==> src/rtl/icache_linefill_if.sv <==
// Refill-beat, MSHR-lookup, RAM-write and completion signals of the icache linefill controller.
// The master modport is the controller side; the slave modport is its environment.
interface icache_linefill_if #(
  parameter int unsigned ENTRY_IDX_W = 3,
  parameter int unsigned LINE_BEATS  = 4,
  parameter int unsigned BEAT_W      = 128,
  parameter int unsigned INDEX_W     = 7,
  parameter int unsigned TAG_W       = 20
);
  logic                         rxdat_vld;
  logic                         rxdat_rdy;
  logic [ENTRY_IDX_W-1:0]       rxdat_entry_id;
  logic [BEAT_W-1:0]            rxdat_data;
  logic                         rxdat_err;
  logic [ENTRY_IDX_W-1:0]       lkp_entry_id;
  logic [INDEX_W-1:0]           lkp_index;
  logic                         lkp_way;
  logic [TAG_W-1:0]             lkp_tag;
  logic                         ram_wr_vld;
  logic                         ram_wr_rdy;
  logic                         ram_wr_way;
  logic [INDEX_W-1:0]           ram_wr_index;
  logic [TAG_W-1:0]             ram_wr_tag;
  logic [LINE_BEATS*BEAT_W-1:0] ram_wr_data;
  logic                         linefill_done;
  logic [ENTRY_IDX_W:0]         linefill_ack_entry_idx;
  logic                         linefill_err;

  modport master (
    input  rxdat_vld, rxdat_entry_id, rxdat_data, rxdat_err,
    input  lkp_index, lkp_way, lkp_tag, ram_wr_rdy,
    output rxdat_rdy, lkp_entry_id,
    output ram_wr_vld, ram_wr_way, ram_wr_index, ram_wr_tag, ram_wr_data,
    output linefill_done, linefill_ack_entry_idx, linefill_err
  );

  modport slave (
    output rxdat_vld, rxdat_entry_id, rxdat_data, rxdat_err,
    output lkp_index, lkp_way, lkp_tag, ram_wr_rdy,
    input  rxdat_rdy, lkp_entry_id,
    input  ram_wr_vld, ram_wr_way, ram_wr_index, ram_wr_tag, ram_wr_data,
    input  linefill_done, linefill_ack_entry_idx, linefill_err
  );
endinterface

==> src/rtl/icache_linefill_ctrl.sv <==
// Assembles refill beats into a full icache line, writes data+tag RAM at the owning MSHR's
// way/index, then pulses linefill_done (with linefill_err for errored lines, which skip the write).
module icache_linefill_ctrl #(
  parameter int unsigned ENTRY_IDX_W = 3,
  parameter int unsigned LINE_BEATS  = 4,
  parameter int unsigned BEAT_W      = 128,
  parameter int unsigned INDEX_W     = 7,
  parameter int unsigned TAG_W       = 20
) (
  input logic               clk,
  input logic               rst,
  icache_linefill_if.master bus
);
  localparam int unsigned      CNT_W     = $clog2(LINE_BEATS);
  localparam logic [CNT_W-1:0] LAST_BEAT = CNT_W'(LINE_BEATS - 1);

  typedef enum logic [1:0] {IDLE, COLLECT, WRITE, DONE} state_t;

  state_t                 state;
  logic [CNT_W-1:0]       beat_cnt;
  logic                   err_sticky;
  logic [ENTRY_IDX_W-1:0] entry_id;
  logic [BEAT_W-1:0]      beat_buf [LINE_BEATS];

  logic                   rdy_q;
  logic                   wr_vld_q;
  logic                   wr_way_q;
  logic [INDEX_W-1:0]     wr_index_q;
  logic [TAG_W-1:0]       wr_tag_q;
  logic                   done_q;
  logic [ENTRY_IDX_W:0]   ack_q;
  logic                   lf_err_q;

  logic                   beat_acc;
  logic                   line_err;

  assign beat_acc = bus.rxdat_vld & rdy_q;
  assign line_err = err_sticky | bus.rxdat_err;

  // Line buffer is deliberately not reset; every slot is rewritten before it is consumed.
  always_ff @(posedge clk) begin
    if (beat_acc) beat_buf[beat_cnt] <= bus.rxdat_data;
  end

  // Linefill sequencer with registered outputs.
  always_ff @(posedge clk) begin
    if (rst) begin
      state      <= IDLE;
      beat_cnt   <= '0;
      err_sticky <= 1'b0;
      entry_id   <= '0;
      rdy_q      <= 1'b1;
      wr_vld_q   <= 1'b0;
      wr_way_q   <= 1'b0;
      wr_index_q <= '0;
      wr_tag_q   <= '0;
      done_q     <= 1'b0;
      ack_q      <= '0;
      lf_err_q   <= 1'b0;
    end else begin
      case (state)
        IDLE: begin
          if (beat_acc) begin
            entry_id   <= bus.rxdat_entry_id;
            beat_cnt   <= CNT_W'(1);
            err_sticky <= bus.rxdat_err;
            state      <= COLLECT;
          end
        end
        COLLECT: begin
          if (beat_acc) begin
            beat_cnt   <= beat_cnt + CNT_W'(1);
            err_sticky <= line_err;
            if (beat_cnt == LAST_BEAT) begin
              wr_way_q   <= bus.lkp_way;
              wr_index_q <= bus.lkp_index;
              wr_tag_q   <= bus.lkp_tag;
              rdy_q      <= 1'b0;
              if (line_err) begin
                done_q   <= 1'b1;
                ack_q    <= {1'b0, entry_id};
                lf_err_q <= 1'b1;
                state    <= DONE;
              end else begin
                wr_vld_q <= 1'b1;
                state    <= WRITE;
              end
            end
          end
        end
        WRITE: begin
          if (bus.ram_wr_rdy) begin
            wr_vld_q <= 1'b0;
            done_q   <= 1'b1;
            ack_q    <= {1'b0, entry_id};
            lf_err_q <= err_sticky;
            state    <= DONE;
          end
        end
        DONE: begin
          done_q     <= 1'b0;
          ack_q      <= '0;
          lf_err_q   <= 1'b0;
          err_sticky <= 1'b0;
          rdy_q      <= 1'b1;
          state      <= IDLE;
        end
        default: state <= IDLE;
      endcase
    end
  end

  assign bus.rxdat_rdy              = rdy_q;
  assign bus.lkp_entry_id           = entry_id;
  assign bus.ram_wr_vld             = wr_vld_q;
  assign bus.ram_wr_way             = wr_way_q;
  assign bus.ram_wr_index           = wr_index_q;
  assign bus.ram_wr_tag             = wr_tag_q;
  assign bus.linefill_done          = done_q;
  assign bus.linefill_ack_entry_idx = ack_q;
  assign bus.linefill_err           = lf_err_q;

  // Beat 0 occupies the least significant bits of the written line.
  for (genvar b = 0; b < LINE_BEATS; b++) begin : g_pack
    assign bus.ram_wr_data[b*BEAT_W +: BEAT_W] = beat_buf[b];
  end

`ifndef SYNTHESIS
  a_entry_stable: assert property (@(posedge clk) disable iff (rst)
    (state == COLLECT && beat_acc) |-> (bus.rxdat_entry_id == entry_id));
`endif
endmodule

==> src/flat_wrapper.sv <==
// flat-port wrapper written by rule: the top's interface ports become plain ports
module icache_linefill_ctrl_flat 
#(
  parameter int unsigned ENTRY_IDX_W = 3,
  parameter int unsigned LINE_BEATS  = 4,
  parameter int unsigned BEAT_W      = 128,
  parameter int unsigned INDEX_W     = 7,
  parameter int unsigned TAG_W       = 20
)
  (clk, rst, bus_rxdat_vld, bus_rxdat_entry_id, bus_rxdat_data, bus_rxdat_err, bus_lkp_index, bus_lkp_way, bus_lkp_tag, bus_ram_wr_rdy, bus_rxdat_rdy, bus_lkp_entry_id, bus_ram_wr_vld, bus_ram_wr_way, bus_ram_wr_index, bus_ram_wr_tag, bus_ram_wr_data, bus_linefill_done, bus_linefill_ack_entry_idx, bus_linefill_err);
  icache_linefill_if #(.ENTRY_IDX_W(ENTRY_IDX_W), .LINE_BEATS(LINE_BEATS), .BEAT_W(BEAT_W), .INDEX_W(INDEX_W), .TAG_W(TAG_W)) bus_i ();
  input logic clk;
  input logic rst;
  input wire logic [$bits(bus_i.rxdat_vld)-1:0] bus_rxdat_vld;
  input wire logic [$bits(bus_i.rxdat_entry_id)-1:0] bus_rxdat_entry_id;
  input wire logic [$bits(bus_i.rxdat_data)-1:0] bus_rxdat_data;
  input wire logic [$bits(bus_i.rxdat_err)-1:0] bus_rxdat_err;
  input wire logic [$bits(bus_i.lkp_index)-1:0] bus_lkp_index;
  input wire logic [$bits(bus_i.lkp_way)-1:0] bus_lkp_way;
  input wire logic [$bits(bus_i.lkp_tag)-1:0] bus_lkp_tag;
  input wire logic [$bits(bus_i.ram_wr_rdy)-1:0] bus_ram_wr_rdy;
  output wire logic [$bits(bus_i.rxdat_rdy)-1:0] bus_rxdat_rdy;
  output wire logic [$bits(bus_i.lkp_entry_id)-1:0] bus_lkp_entry_id;
  output wire logic [$bits(bus_i.ram_wr_vld)-1:0] bus_ram_wr_vld;
  output wire logic [$bits(bus_i.ram_wr_way)-1:0] bus_ram_wr_way;
  output wire logic [$bits(bus_i.ram_wr_index)-1:0] bus_ram_wr_index;
  output wire logic [$bits(bus_i.ram_wr_tag)-1:0] bus_ram_wr_tag;
  output wire logic [$bits(bus_i.ram_wr_data)-1:0] bus_ram_wr_data;
  output wire logic [$bits(bus_i.linefill_done)-1:0] bus_linefill_done;
  output wire logic [$bits(bus_i.linefill_ack_entry_idx)-1:0] bus_linefill_ack_entry_idx;
  output wire logic [$bits(bus_i.linefill_err)-1:0] bus_linefill_err;
  assign bus_i.rxdat_vld = bus_rxdat_vld;
  assign bus_i.rxdat_entry_id = bus_rxdat_entry_id;
  assign bus_i.rxdat_data = bus_rxdat_data;
  assign bus_i.rxdat_err = bus_rxdat_err;
  assign bus_i.lkp_index = bus_lkp_index;
  assign bus_i.lkp_way = bus_lkp_way;
  assign bus_i.lkp_tag = bus_lkp_tag;
  assign bus_i.ram_wr_rdy = bus_ram_wr_rdy;
  assign bus_rxdat_rdy = bus_i.rxdat_rdy;
  assign bus_lkp_entry_id = bus_i.lkp_entry_id;
  assign bus_ram_wr_vld = bus_i.ram_wr_vld;
  assign bus_ram_wr_way = bus_i.ram_wr_way;
  assign bus_ram_wr_index = bus_i.ram_wr_index;
  assign bus_ram_wr_tag = bus_i.ram_wr_tag;
  assign bus_ram_wr_data = bus_i.ram_wr_data;
  assign bus_linefill_done = bus_i.linefill_done;
  assign bus_linefill_ack_entry_idx = bus_i.linefill_ack_entry_idx;
  assign bus_linefill_err = bus_i.linefill_err;
  icache_linefill_ctrl #(.ENTRY_IDX_W(ENTRY_IDX_W), .LINE_BEATS(LINE_BEATS), .BEAT_W(BEAT_W), .INDEX_W(INDEX_W), .TAG_W(TAG_W)) u_core (.clk(clk), .rst(rst), .bus(bus_i));
endmodule
==> config.mk <==
export PLATFORM = sky130hd
export DESIGN_NAME = icache_linefill_ctrl_flat
export DESIGN_NICKNAME = d
export VERILOG_FILES = /design/src/rtl/icache_linefill_if.sv /design/src/rtl/icache_linefill_ctrl.sv /design/src/flat_wrapper.sv
export SDC_FILE = /design/constraint.sdc
export NUM_CORES = 1
export LEC_CHECK = 0
export CORE_AREA = 2 2 281 283
export CTS_CLUSTER_SIZE = 12
export DETAILED_ROUTE_END_ITERATION = 7
export DIE_AREA = 0 0 283 285
export PLACE_DENSITY = 0.56
export SETUP_SLACK_MARGIN = 0.5
export SLEW_MARGIN = 20
export SYNTH_ARGS = -nofsm -noshare
export SYNTH_HDL_FRONTEND = slang
export SYNTH_SLANG_ARGS = --single-unit
==> constraint.sdc <==
create_clock -name clk -period 2.9 [get_ports clk]
set_input_delay 0.29 -clock clk [delete_from_list [all_inputs] [get_ports clk]]
set_output_delay 0.29 -clock clk [all_outputs]
set_load 0.005 [all_outputs]
==> impl_metrics.env <==
export IMPL_wl_per_cell_um=19.28
export IMPL_timing_fmax_mhz=485.5
export IMPL_drv_cap=0
export IMPL_worst_path_buf_inv=1
export IMPL_synth_edff_count=512
export IMPL_r2r_end="u_core.bus.linefill_ack_entry_idx[2]"
export IMPL_grt_usage=0.1190
export IMPL_initial_core_util=0.2206
export IMPL_r2r_cells=6
export IMPL_finalSetupTns_ps=0
export IMPL_synth_seq_area_share=0.9441
export IMPL_die_h_um=285
export IMPL_drt_iter0_drc=575
export IMPL_worstPathCellList="inv_1, ha_1, nor2b_1, a2111oi_4, nand3_1, a21oi_1"
export IMPL_yosysWarnings=0
export IMPL_die_width_um=283
export IMPL_cp_required_ps=3410
export IMPL_synth_net_count=908
export IMPL_cts_root_buffer="clkbuf_16"
export IMPL_finalSetupViolations=0
export IMPL_ios=715
export IMPL_slew_violations=0
export IMPL_syn2layout_area_growth_pct=61.35
export IMPL_cp_top_family="compound AO/OA/AOI/OAI gates"
export IMPL_layout_setup_ws_ps=840.2
export IMPL_portBuffers=713
export IMPL_syn_area_mm2=0.01720
export IMPL_cts_hold_buffers_added=0
export IMPL_cts_max_level=2
export IMPL_grt_start_max_net_pins=53
export IMPL_min_path_cells=3
export IMPL_worstPathArrival_ps=2570
export IMPL_core_area_mm2=0.07797
export IMPL_syn_inst=734
export IMPL_hpwl_mm=37.02
export IMPL_slew_headroom=0.4153
export IMPL_syn_avg_cell_area_um2=23.43
export IMPL_clkSinkCount=555
export IMPL_fin_skew_ps=12.80
export IMPL_r2r_slack_ps=840
export IMPL_clk_latency_ps=590
export IMPL_drc=0
export IMPL_drive_gt1_frac=0.07088
export IMPL_grt_pass1_wl_mm=72.42
export IMPL_worst_path_max_delay_cell="a2111oi_4"
export IMPL_tightestPinTransition_ps=874.3
export IMPL_die_area_mm2=0.08066
export IMPL_critical_path_max_fanout=10
export IMPL_vias_per_cell=3.789
export IMPL_clkTransAtPathRegs_ps=60
export IMPL_async_flop_share=0
export IMPL_finalCriticalPeriod_ps=2060
export IMPL_r2r_start="u_core.state[1]"
export IMPL_vias=9920
export IMPL_p_per_area_mw_per_mm2=665.9
export IMPL_min_to="u_core.bus.ram_wr_index[5]"
export IMPL_ys_ff_latch=555
export IMPL_grt_overflow=0
export IMPL_gp_congestion=0.7962
export IMPL_nets=1698
export IMPL_cts_resized=0
export IMPL_startpoint_type="flip-flop"
export IMPL_min_period_over_period=0.7103
export IMPL_grt_pass1_vias=10400
export IMPL_clock_path_buffers=3
export IMPL_critPathKind="flip-flop to flip-flop"
export IMPL_synth_cell_types=32
export IMPL_vdd_drop_max_mv=0.4170
export IMPL_end_kind="flip-flop"
export IMPL_hold_viol=0
export IMPL_pre_cts_slack_ps=640.6
export IMPL_outcome="finished clean"
export IMPL_post_cts_buffers=0
export IMPL_max_stage_delay_ps=580
export IMPL_numCtsBuffers=58
export IMPL_antenna_found_initial=5
export IMPL_rsz0062_at_grt="false"
export IMPL_hold_path_class="input port to flip-flop"
export IMPL_rows=103
export IMPL_ys_flop_type="edfxtp_1"
export IMPL_firstDrtPassIters=6
export IMPL_routed_wl_mm=50.46
export IMPL_cts_tree="done"
export IMPL_ant_nets=0
export IMPL_p_leak_nw=9.131
export IMPL_fillCellCount=7279
export IMPL_min_from="bus_lkp_index[5]"
## cell usage in the layout (no fill, tap or decap), drive strengths merged, types with 3 or more instances in the layout
| cell | count |
|---|---|
| buf | 28 |
| edfxtp | 512 |
| clkbuf | 82 |
| a21oi | 41 |
| and3 | 4 |
| dfxtp | 43 |
| nor2 | 10 |
| inv | 9 |
| nand2b | 3 |
| o21ai | 3 |
| clkdlybuf4s50 | 713 |
| nand3 | 8 |
| clkinv | 16 |
| nand2 | 63 |
| ha | 10 |
## synthesized netlist by cell type, types with 2 or more instances
library cell	count	share of area
nand3_1	7	0.0020
nor2_1	9	0.0020
inv_1	6	0.0013
buf_2	5	0.0015
o21ai_0	3	0.00087
ha_1	10	0.0073
clkbuf_1	5	0.0011
and3_2	4	0.0017
a311oi_1	2	0.0010
dfxtp_1	43	0.050
nor2b_1	2	0.00073
a21oi_1	41	0.012
edfxtp_1	512	0.89
mux2i_1	2	0.0012
a211oi_1	2	0.00087
nand2_1	63	0.014
nand2b_1	3	0.0011
## tightest hold or removal path: cells and delay by family
kind	cells	cell delay (ps)
buffers and inverters	1	400
AND/OR/NAND/NOR	1	50
AO/OA/AOI/OAI	1	50
## routing by layer
layer	GRT usage	routed length, um	vias up
li1	-	-	4443
met1	0.1311	18900	4867
met2	0.2056	25210	520
met3	0.05192	4877	86
met4	0.03830	1446	4
met5	0	25	-
## worst max path at each step
| stage | start | endpoint | cells past startpoint |
|---|---|---|---|
| floorplan | u_core.beat_cnt[0] | u_core.beat_buf[3][0] | 2 |
| global placement | bus_rxdat_vld | u_core.bus.ram_wr_tag[3] | 5 |
| detailed placement | bus_rxdat_vld | u_core.bus.ram_wr_tag[0] | 5 |
| CTS | u_core.bus.rxdat_rdy | bus_rxdat_rdy | 1 |
| global route | u_core.state[1] | u_core.bus.linefill_ack_entry_idx[2] | 6 |
| finish | u_core.state[1] | u_core.bus.linefill_ack_entry_idx[2] | 6 |
## stage by stage
stage               cell area (um2)  hold WS, ps  cells  total power (W)    util
floorplan                     17210        388.9    734          0.01029       -
global placement              26040        443.8   2514          0.01191  0.3339
detailed placement            26040        449.5   2514          0.01195  0.3339
CTS                           27740        192.3   2616          0.01877  0.3558
global route                  27740        219.8   2616          0.01925  0.3558
finish                        27750        243.2   2618          0.01848  0.3559
## state kept, by name (all words and copies together) (netlist names)
signal / count
u_core.beat_buf: 512
u_core.bus.ram_wr_tag: 20
u_core.bus.ram_wr_index: 7
u_core.bus.linefill_ack_entry_idx: 3
u_core.bus.lkp_entry_id: 3
u_core.beat_cnt: 2
u_core.state: 2
u_core.bus.linefill_done: 1
u_core.bus.linefill_err: 1
u_core.bus.ram_wr_vld: 1
u_core.bus.ram_wr_way: 1
u_core.bus.rxdat_rdy: 1
u_core.err_sticky: 1
## power by group
group,internal [W],total [W],switching (W)
clock network,0.00378,0.00673,0.00295
logic,0.00117,0.00218,0.00100
registers,0.00939,0.00957,0.000179
## cells by family after synthesis
kind of cell	count (synthesis)	share of synthesized area
buf+inv	17	0.004292
fa+ha+maj	10	0.007275
simple gates	95	0.02415
flops	555	0.9441
other cells	1	0.0002181
mux	2	0.001164
compound gates	54	0.01884
## area by class of cell
type,instances,area [um2],area share
Timing Repair Buffer,741,7560,0.2724
Clock inverter,20,126.4,0.004554
Inverter,6,22.52,0.0008117
Clock buffer,82,1582,0.05700
Antenna cell,2,5.005,0.0001804
Multi-Input combinational cell,162,903.4,0.03256
Tap cell,1050,1314,0.04735
Sequential cell,555,16240,0.5851
Note: power is estimated with default switching activity, not from simulation.
